File: config.mk
export PLATFORM = sky130hd
export DESIGN_NAME = afifo_rd_drain
export DESIGN_NICKNAME = d
export VERILOG_FILES = /design/src/rtl/afifo_pkg.sv /design/src/rtl/afifo_skid_buf.sv /design/src/rtl/afifo_rd_drain.sv
export SDC_FILE = /design/constraint.sdc
export NUM_CORES = 1
export LEC_CHECK = 0
export ABC_AREA = 0
export ABC_CLOCK_PERIOD_IN_PS = 2700
export BUFFER_PORTS_ARGS = -buffer_cell sky130_fd_sc_hd__buf_2
export CAP_MARGIN = 40
export CORE_MARGIN = 2
export CORE_UTILIZATION = 48
export CTS_CLUSTER_DIAMETER = 60
export CTS_CLUSTER_SIZE = 25
export DETAILED_ROUTE_END_ITERATION = 6
export HOLD_SLACK_MARGIN = 0.08
export PLACE_DENSITY = 0.82
export SLEW_MARGIN = 20
export SYNTH_ARGS = -nofsm -noshare
export SYNTH_HDL_FRONTEND = slang
export SYNTH_SLANG_ARGS = --single-unit
File: constraint.sdc
create_clock -name rclk -period 2.7 [get_ports rclk]
set_input_delay 0.405 -clock rclk [delete_from_list [all_inputs] [get_ports rclk]]
set_output_delay 0.405 -clock rclk [all_outputs]
set_load 0.05 [all_outputs]
File: src/rtl/afifo_pkg.sv
// Shared types and defaults for the async FIFO read-side drain logic.
`ifndef DATA_WIDTH
`define DATA_WIDTH 8
`endif

package afifo_pkg;
    localparam int DATA_WIDTH_DEF = `DATA_WIDTH;

    typedef enum logic [1:0] {
        IDLE  = 2'd0,
        RUN   = 2'd1,
        DRAIN = 2'd2
    } drain_state_e;
endpackage

File: src/rtl/afifo_skid_buf.sv
// Two-entry register FIFO that catches words returning from the async FIFO
// one cycle after each pop, so downstream stalls never lose data.
module afifo_skid_buf #(
    parameter int DW = 8
) (
    input  logic          rclk,
    input  logic          rrst_n,
    input  logic          push,
    input  logic [DW-1:0] push_data,
    input  logic          pop,
    output logic [1:0]    occ,
    output logic [DW-1:0] head
);
    logic [DW-1:0] r_mem [2];
    logic          r_wr_ptr;
    logic          r_rd_ptr;
    logic [1:0]    r_occ;

    genvar gi;
    generate
        for (gi = 0; gi < 2; gi++) begin : g_entry
            always_ff @(posedge rclk) begin
                if (!rrst_n) begin
                    r_mem[gi] <= '0;
                end else if (push && (r_wr_ptr == 1'(gi))) begin
                    r_mem[gi] <= push_data;
                end
            end
        end
    endgenerate

    // Push and pop in the same cycle move both pointers and leave occupancy alone.
    always_ff @(posedge rclk) begin
        if (!rrst_n) begin
            r_wr_ptr <= 1'b0;
            r_rd_ptr <= 1'b0;
            r_occ    <= 2'd0;
        end else begin
            if (push) r_wr_ptr <= ~r_wr_ptr;
            if (pop)  r_rd_ptr <= ~r_rd_ptr;
            case ({push, pop})
                2'b10:   r_occ <= r_occ + 2'd1;
                2'b01:   r_occ <= r_occ - 2'd1;
                default: r_occ <= r_occ;
            endcase
        end
    end

    assign occ  = r_occ;
    assign head = r_mem[r_rd_ptr];
endmodule

File: src/rtl/afifo_rd_drain.sv
// Read-domain consumer: turns the FIFO pop interface into a valid/ready stream,
// issuing pops only when the skid buffer is guaranteed room for the returning word.
module afifo_rd_drain
    import afifo_pkg::*;
#(
    parameter int DATA_WIDTH = DATA_WIDTH_DEF,
    parameter int CNT_WIDTH  = 16
) (
    input  logic                  rclk,
    input  logic                  rrst_n,
    input  logic                  enable,
    input  logic                  rempty,
    input  logic [DATA_WIDTH-1:0] rdata,
    output logic                  rinc,
    output logic                  m_valid,
    input  logic                  m_ready,
    output logic [DATA_WIDTH-1:0] m_data,
    output logic                  busy,
    output logic [CNT_WIDTH-1:0]  pop_count
);
    drain_state_e          r_state;
    logic                  r_inflight;
    logic [CNT_WIDTH-1:0]  r_pop_count;

    logic [1:0]            w_occ;
    logic [DATA_WIDTH-1:0] w_head;
    logic                  w_deq;
    logic [2:0]            w_credit;
    logic                  w_rinc;

    assign w_deq = m_valid && m_ready;
    // Slots committed after this edge; deq only happens with occ>=1, so no underflow.
    assign w_credit = {1'b0, w_occ} + {2'b00, r_inflight} - {2'b00, w_deq};
    assign w_rinc   = rrst_n && enable && (r_state == RUN) && !rempty && (w_credit < 3'd2);

    afifo_skid_buf #(
        .DW(DATA_WIDTH)
    ) u_skid (
        .rclk      (rclk),
        .rrst_n    (rrst_n),
        .push      (r_inflight),
        .push_data (rdata),
        .pop       (w_deq),
        .occ       (w_occ),
        .head      (w_head)
    );

    always_ff @(posedge rclk) begin
        if (!rrst_n) begin
            r_state     <= IDLE;
            r_inflight  <= 1'b0;
            r_pop_count <= '0;
        end else begin
            r_inflight <= w_rinc;
            if (w_rinc) r_pop_count <= r_pop_count + CNT_WIDTH'(1);
            case (r_state)
                IDLE:    if (enable) r_state <= RUN;
                RUN:     if (!enable) r_state <= DRAIN;
                DRAIN: begin
                    if (enable)                                r_state <= RUN;
                    else if ((w_occ == 2'd0) && !r_inflight)   r_state <= IDLE;
                end
                default: r_state <= IDLE;
            endcase
        end
    end

    assign rinc      = w_rinc;
    assign m_valid   = (w_occ != 2'd0);
    assign m_data    = w_head;
    assign busy      = (r_state != IDLE);
    assign pop_count = r_pop_count;
endmodule
Word level (Yosys, flattened, before mapping)
Memories as Yosys holds them, arrays and structs flattened. A register that Yosys moved wholly into a read port is not among the register bits.
Cells that the tools add are included.
Widths: inputs -> output; s select.
Operators by class
  add/subtract/negate cells: 5
  $mul: 0
  div/mod/pow operators: 0
  magnitude comparators: 1
  equality and inequality tests: 7
  shift operators: 0
  multiplexer cells: 17
  bitwise operators: 4
  reductions and logical operators: 16
Operator list (count)
  $add 16x1->16 const B: 1
  $mux 8: 2
  $mux 1: 9
  $logic_and 1x1->1: 8
  $mux 2: 4
  $pmux 2 s3: 1
  $reduce_bool 2->1: 3
  $eq 2x1->1 const B: 2
  $eq 2x2->1 const B: 2
  $logic_not 2->1: 2
  $ne 2x2->1 const B: 2
  $pmux 2 s2: 1
  $add 2x1->3: 1
  $lt 3x2->1 const B: 1
  $ne 3x3->1 const B: 1
  $reduce_and 3->1: 1
  $sub 3x1->3: 1
  $add 2x1->2 const B: 1
  $logic_not 1->1: 2
  $not 1->1: 2
  $or 1x1->1: 2
  $sub 2x1->2 const B: 1
Word-level totals
  flip-flop bits (word level): 23
  bits in latches: 0
  memory bits (writable): 16
  bits in read-only memories: 0
  bits of input ports: 13
  output and inout port bits: 27
  word-level logic and storage cells: 57
  memories kept: 1
Memories
  u_skid.r_mem: words 2, width 8, read ports 1, clocked after memory_dff 1, wr ports 2, RTL line afifo_skid_buf.sv:14  | logic [DW-1:0] r_mem [2];

Depth between registers and ports, before layout
  depth in word-level cells: 6
  depth in mapped cells: 9
  gate-level depth less buffers: 8

Cells and area by module
Synthesis repeated with hierarchy kept, for this count alone.
Unflattened totals
  cells, all modules: 178
  area total of the unflattened synthesis: 1825.5 µm²
By module, submodules not included
  afifo_rd_drain: times used 1, cells each 105, area an instance 940.9 µm², sequential area each 380.4 µm²
  afifo_skid_buf: times used 1, cells each 73, area an instance 884.6 µm², sequential area each 580.6 µm²

Least setup slack after synthesis
Ideal clock, no wire load.
  path kind: register -> register
  start point: register u_skid.r_occ[1] (netlist: u_skid.occ[1])
  end point: register r_pop_count[1] (netlist: pop_count[1])
  library setup time: 128 ps
  arrival time: 3057 ps
  required time: 2572 ps
  path slack: -484 ps
  stages on the path, launching flop included: 9
  path buffers: 0
  period minus slack after synthesis: 3184 ps
  cells stage by stage: dfxtp_1 -> nand2_1 -> mux2i_1 -> nand2_1 -> fa_1 -> nand4b_4 -> nor3_1 -> mux2i_1 -> nor2_1
Between the ends
  cells in the longest elaborated chain, start to end: 5
  elaborated cells on any way between the ends: 6
  those cells by class: add/sub (2); order compare (1); reduce/logical (3)
RTL lines
  start, declared: RTL line afifo_skid_buf.sv:17  | logic [1:0] r_occ;
  start signal, assigned: RTL line afifo_skid_buf.sv:42  | 2'b10: r_occ <= r_occ + 2'd1;
  start signal, assigned: RTL line afifo_skid_buf.sv:43  | 2'b01: r_occ <= r_occ - 2'd1;
  start signal, assigned: RTL line afifo_skid_buf.sv:44  | default: r_occ <= r_occ;
  parallel branches: the longest is 2 deep, another holds $add 2x1->3
  $sub 3x1->3 (*): RTL line afifo_rd_drain.sv:33  | assign w_credit = {1'b0, w_occ} + {2'b00, r_inflight} - {2'b00, w_deq};
  $lt 3x2->1 (*): RTL line afifo_rd_drain.sv:34  | assign w_rinc = rrst_n && enable && (r_state == RUN) && !rempty && (w_credit < 3'd2);
  $logic_and 1x1->1 (*): RTL line afifo_rd_drain.sv:34
  net rinc: RTL line afifo_rd_drain.sv:14  | output logic rinc,
  end signal, assigned: RTL line afifo_rd_drain.sv:55  | if (w_rinc) r_pop_count <= r_pop_count + CNT_WIDTH'(1);
  end, declared: RTL line afifo_rd_drain.sv:23  | logic [CNT_WIDTH-1:0] r_pop_count;
Mark *: on every way through the listed nets, which the timed path passes.
A chain may end at the register's enable or synchronous reset.

Worst setup path after layout
  start point: register u_skid.r_occ[0] (netlist: u_skid.occ[0])
  end point: output port rinc
Between the ends
  cells in the longest elaborated chain, start to end: 5
  elaborated cells on any way between the ends: 6
  those cells by class: add/sub (2); order compare (1); reduce/logical (3)
RTL lines (RTL line)
  parallel branches: the longest is 2 deep, another holds $add 2x1->3
  $sub 3x1->3 (*): afifo_rd_drain.sv:33
  $lt 3x2->1 (*): afifo_rd_drain.sv:34
  $logic_and 1x1->1 (*): afifo_rd_drain.sv:34
  end, declared: afifo_rd_drain.sv:14
Mark *: on every way between the ends.

==> flow_metrics.py <==
metrics = {
    "power_and_ir_drop": {
        "power_density_mw_per_mm2": 492.7,
        "ir_worst_vdd_mv": 0.3215,
        "leakage_nw": 0.9067,
    },
    "sta": {
        "fin_worst_skew_ps": 4.033,
        "rsz0062_at_grt": "no",
        "fin_crit_ps": 2575,
        "finalHoldViolCount": 0,
        "min_period_over_period": 0.9536,
        "max_slew.worst_pin.slew_ps": 371.3,
        "setup_viol": 0,
        "holdWs_ps": 344.6,
        "relSlewSlack": 0.7519,
        "max_clock_freq_ghz": 0.3884,
        "slew_viol_final": 0,
    },
    "synth": {
        "synth-simple-area-share": 0.2386,
        "synth_top_area_frac": 0.2625,
        "syn_area_per_cell_um2": 10.52,
        "synth_top_family_by_area": "simple AND/OR/NAND/NOR gates",
        "yosys_register_bits": 40,
        "synthTopCellsByArea": "dfxtp_1 (26%), edfxtp_1 (26%), and2_1 (5.5%)",
        "synth_cell_types": 35,
        "synthCells": 174,
        "synth_nets": 189,
        "ys_seq_area_frac": 0.5249,
        "synth_compound_gate_area_share": 0.1018,
        "synth_area_mm2": 0.001831,
        "yosysTopAreaCell": "dfxtp_1",
        "ys_warn_count": 0,
        "synthAdderAreaFrac": 0.01777,
        "synth_mux_area_frac": 0.06015,
        "synth_xor_area_frac": 0.02392,
    },
    "floorplan": {
        "die_w_um": 65.76,
        "rows": 22,
        "die_y_um": 65.76,
        "io_pins": 40,
        "die_area_mm2": 0.004324,
        "initial_utilization": 0.5000,
        "coreArea_mm2": 0.003661,
    },
    "worst_setup_path": {
        "cp_data_required_time_ps": 2300,
        "arrival_ps": 2170,
        "critical_path_class": "flip-flop to output port",
        "crit_path_max_fanout": 5,
        "end_kind": "output port",
        "start_kind": "flip-flop",
    },
    "global_route": {
        "grt_overflow_total": 0,
        "grt_pass1_wl_um": 5582,
        "antenna_found_initial": 0,
        "track_usage": 0.1699,
        "grt_pass1_vias": 1290,
        "grt_max_degree": 21,
    },
    "clocking": {
        "root_buffer": "clkbuf_8",
        "clkTransAtPathRegs_ps": 80,
        "numCtsBuffers": 5,
        "clock_path_buffers": 2,
        "cts.sinks": 40,
        "clock_latency_ps": 290,
        "cts_htree_levels": 2,
        "cts_setup_buffers": 0,
        "cts_tree": "built",
    },
    "job": {
        "drv_cap": 0,
    },
    "layout": {
        "fin_nets": 240,
        "syn_to_final_growth_pct": 23.17,
        "drive_gt1_frac": 0.3496,
        "final_area_mm2": 0.002255,
        "utilization": 0.6159,
        "diodes": 0,
    },
    "placed_design": {
        "port_buffers": 39,
        "gp_congestion": 0.7263,
        "hpwlAfterDp_um": 2437,
        "postPlaceCellArea_mm2": 0.002140,
    },
    "detailed_routing": {
        "route.detailed.wl_per_inst_um": 13.06,
        "num_vias": 1459,
        "first_iter_violations": 73,
        "vias_per_cell": 5.325,
        "drt-total-wl_um": 3579,
        "drt_pass1_iterations": 4,
        "drt_drc_violations_left": 0,
        "detail-route-antenna-nets": 0,
    },
    "run_status": {
        "status": "completed",
    },
    "hold_path": {
        "hold_path_class": "input port to flip-flop",
    },
}
## power breakdown
| group | total [mW] | switching [mW] | internal (mW) | leakage [nW] |
|---|---|---|---|---|
| logic | 0.0813 | 0.0554 | 0.0260 | 0.509 |
| clock network | 0.387 | 0.209 | 0.178 | 0.0378 |
| registers | 0.643 | 0.00478 | 0.638 | 0.360 |
| total | 1.11 | 0.269 | 0.842 | 0.907 |
## cells by family (layout without fill, tap and decap cells)
family          after synthesis  in the layout
buf+inv                      13             64
compound gates               32             32
simple gates                 72             73
mux                          10             10
fa+ha+maj                     2              2
flops                        40             40
xor+xnor                      5              5
## per-layer routing
metal,vias to the layer above,global-route usage,share of wire
met3,6,0.04623,0.044
met1,690,0.2000,0.45
met4,0,0.07031,0.015
met5,-,0,0
li1,737,-,-
met2,26,0.2904,0.49
## final timing paths
| check | startpoint | cells after the start | slack (ps) | to |
|---|---|---|---|---|
| worst min-delay path | enable | 2 | 340 | r_state[1] |
| worst min register to register | pop_count[15] | 2 | 480 | pop_count[15] |
| worst max-delay path | u_skid.occ[0] | 7 | 130 | rinc |
| worst max register to register | u_skid.occ[0] | 7 | 130 | pop_count[11] |
## flip-flops by register name, summed over array words and instances (netlist names), named ones only
signal / cells
r_inflight: 1
u_skid.occ: 2
u_skid.r_wr_ptr: 1
u_skid.r_rd_ptr: 1
pop_count: 16
r_state: 2
u_skid.r_mem: 16
## layout by cell type (no fill, tap or decap), types with 7 or more instances in the layout
master    count
edfxtp_1     16
buf_2        39
and2_1       16
o21ai_0       8
dfxtp_1      22
mux2_2        8
buf_4        12
a21oi_1      15
nand2_1      12
or4_1         7
o31ai_1       7
nor2_1        8
## through the flow
stage	TNS [ps]	std cells	power, mW	worst slack, ps
2_1_floorplan	0	174	0.7098	14.34
4_1_cts	0	273	1.121	6.110
3_5_place_dp	-1333	265	0.7380	-164.3
5_1_grt	0	274	1.155	6.269
3_3_place_gp	-361.9	265	0.7357	-57.60
6_report	0	274	1.111	125.2
## layout make-up
| cell class | instances | area [µm²] |
|---|---|---|
| Tap cell | 48 | 60.06 |
| Inverter | 5 | 18.77 |
| Sequential cell | 40 | 963.4 |
| Timing Repair Buffer | 51 | 285.3 |
| Clock inverter | 3 | 18.77 |
| Clock buffer | 5 | 68.82 |
| Fill cell | 308 | 1406 |
| Multi-Input combinational cell | 122 | 839.6 |
## critical path, cell delays in order, from the launching register on
cell,delay (ps)
dfxtp_2,340
mux2i_1,240
nand2_1,110
fa_2,370
xor2_2,200
buf_4,160
nor3_2,180
buf_2,290
## synth_stat cells
cell,instances
o21ai_0,8
and3_1,1
nor2b_1,1
a211oi_1,1
nor3b_1,1
nand2b_1,2
o2111a_1,1
nand4b_4,1
or4_4,1
and4_1,2
or3_1,3
a21oi_1,15
inv_1,5
and2_1,16
xor2_1,2
mux2_2,8
nor3_1,3
nor2_1,8
fa_1,1
ha_1,1
nand3_1,5
buf_6,1
nand2_1,12
or3_2,2
xnor2_1,3
nand4_1,2
o31ai_1,7
buf_4,1
mux2i_1,2
or2_2,2
clkbuf_1,6
or4_1,8
edfxtp_1,16
dfxtp_1,24
nand4b_1,2
## what timing repair did
action	in CTS	in global routing
hold buffers	0	0
gates resized for setup	0	6
endpoints found under the setup margin	0	13
Power figures use the tool's default switching activity.
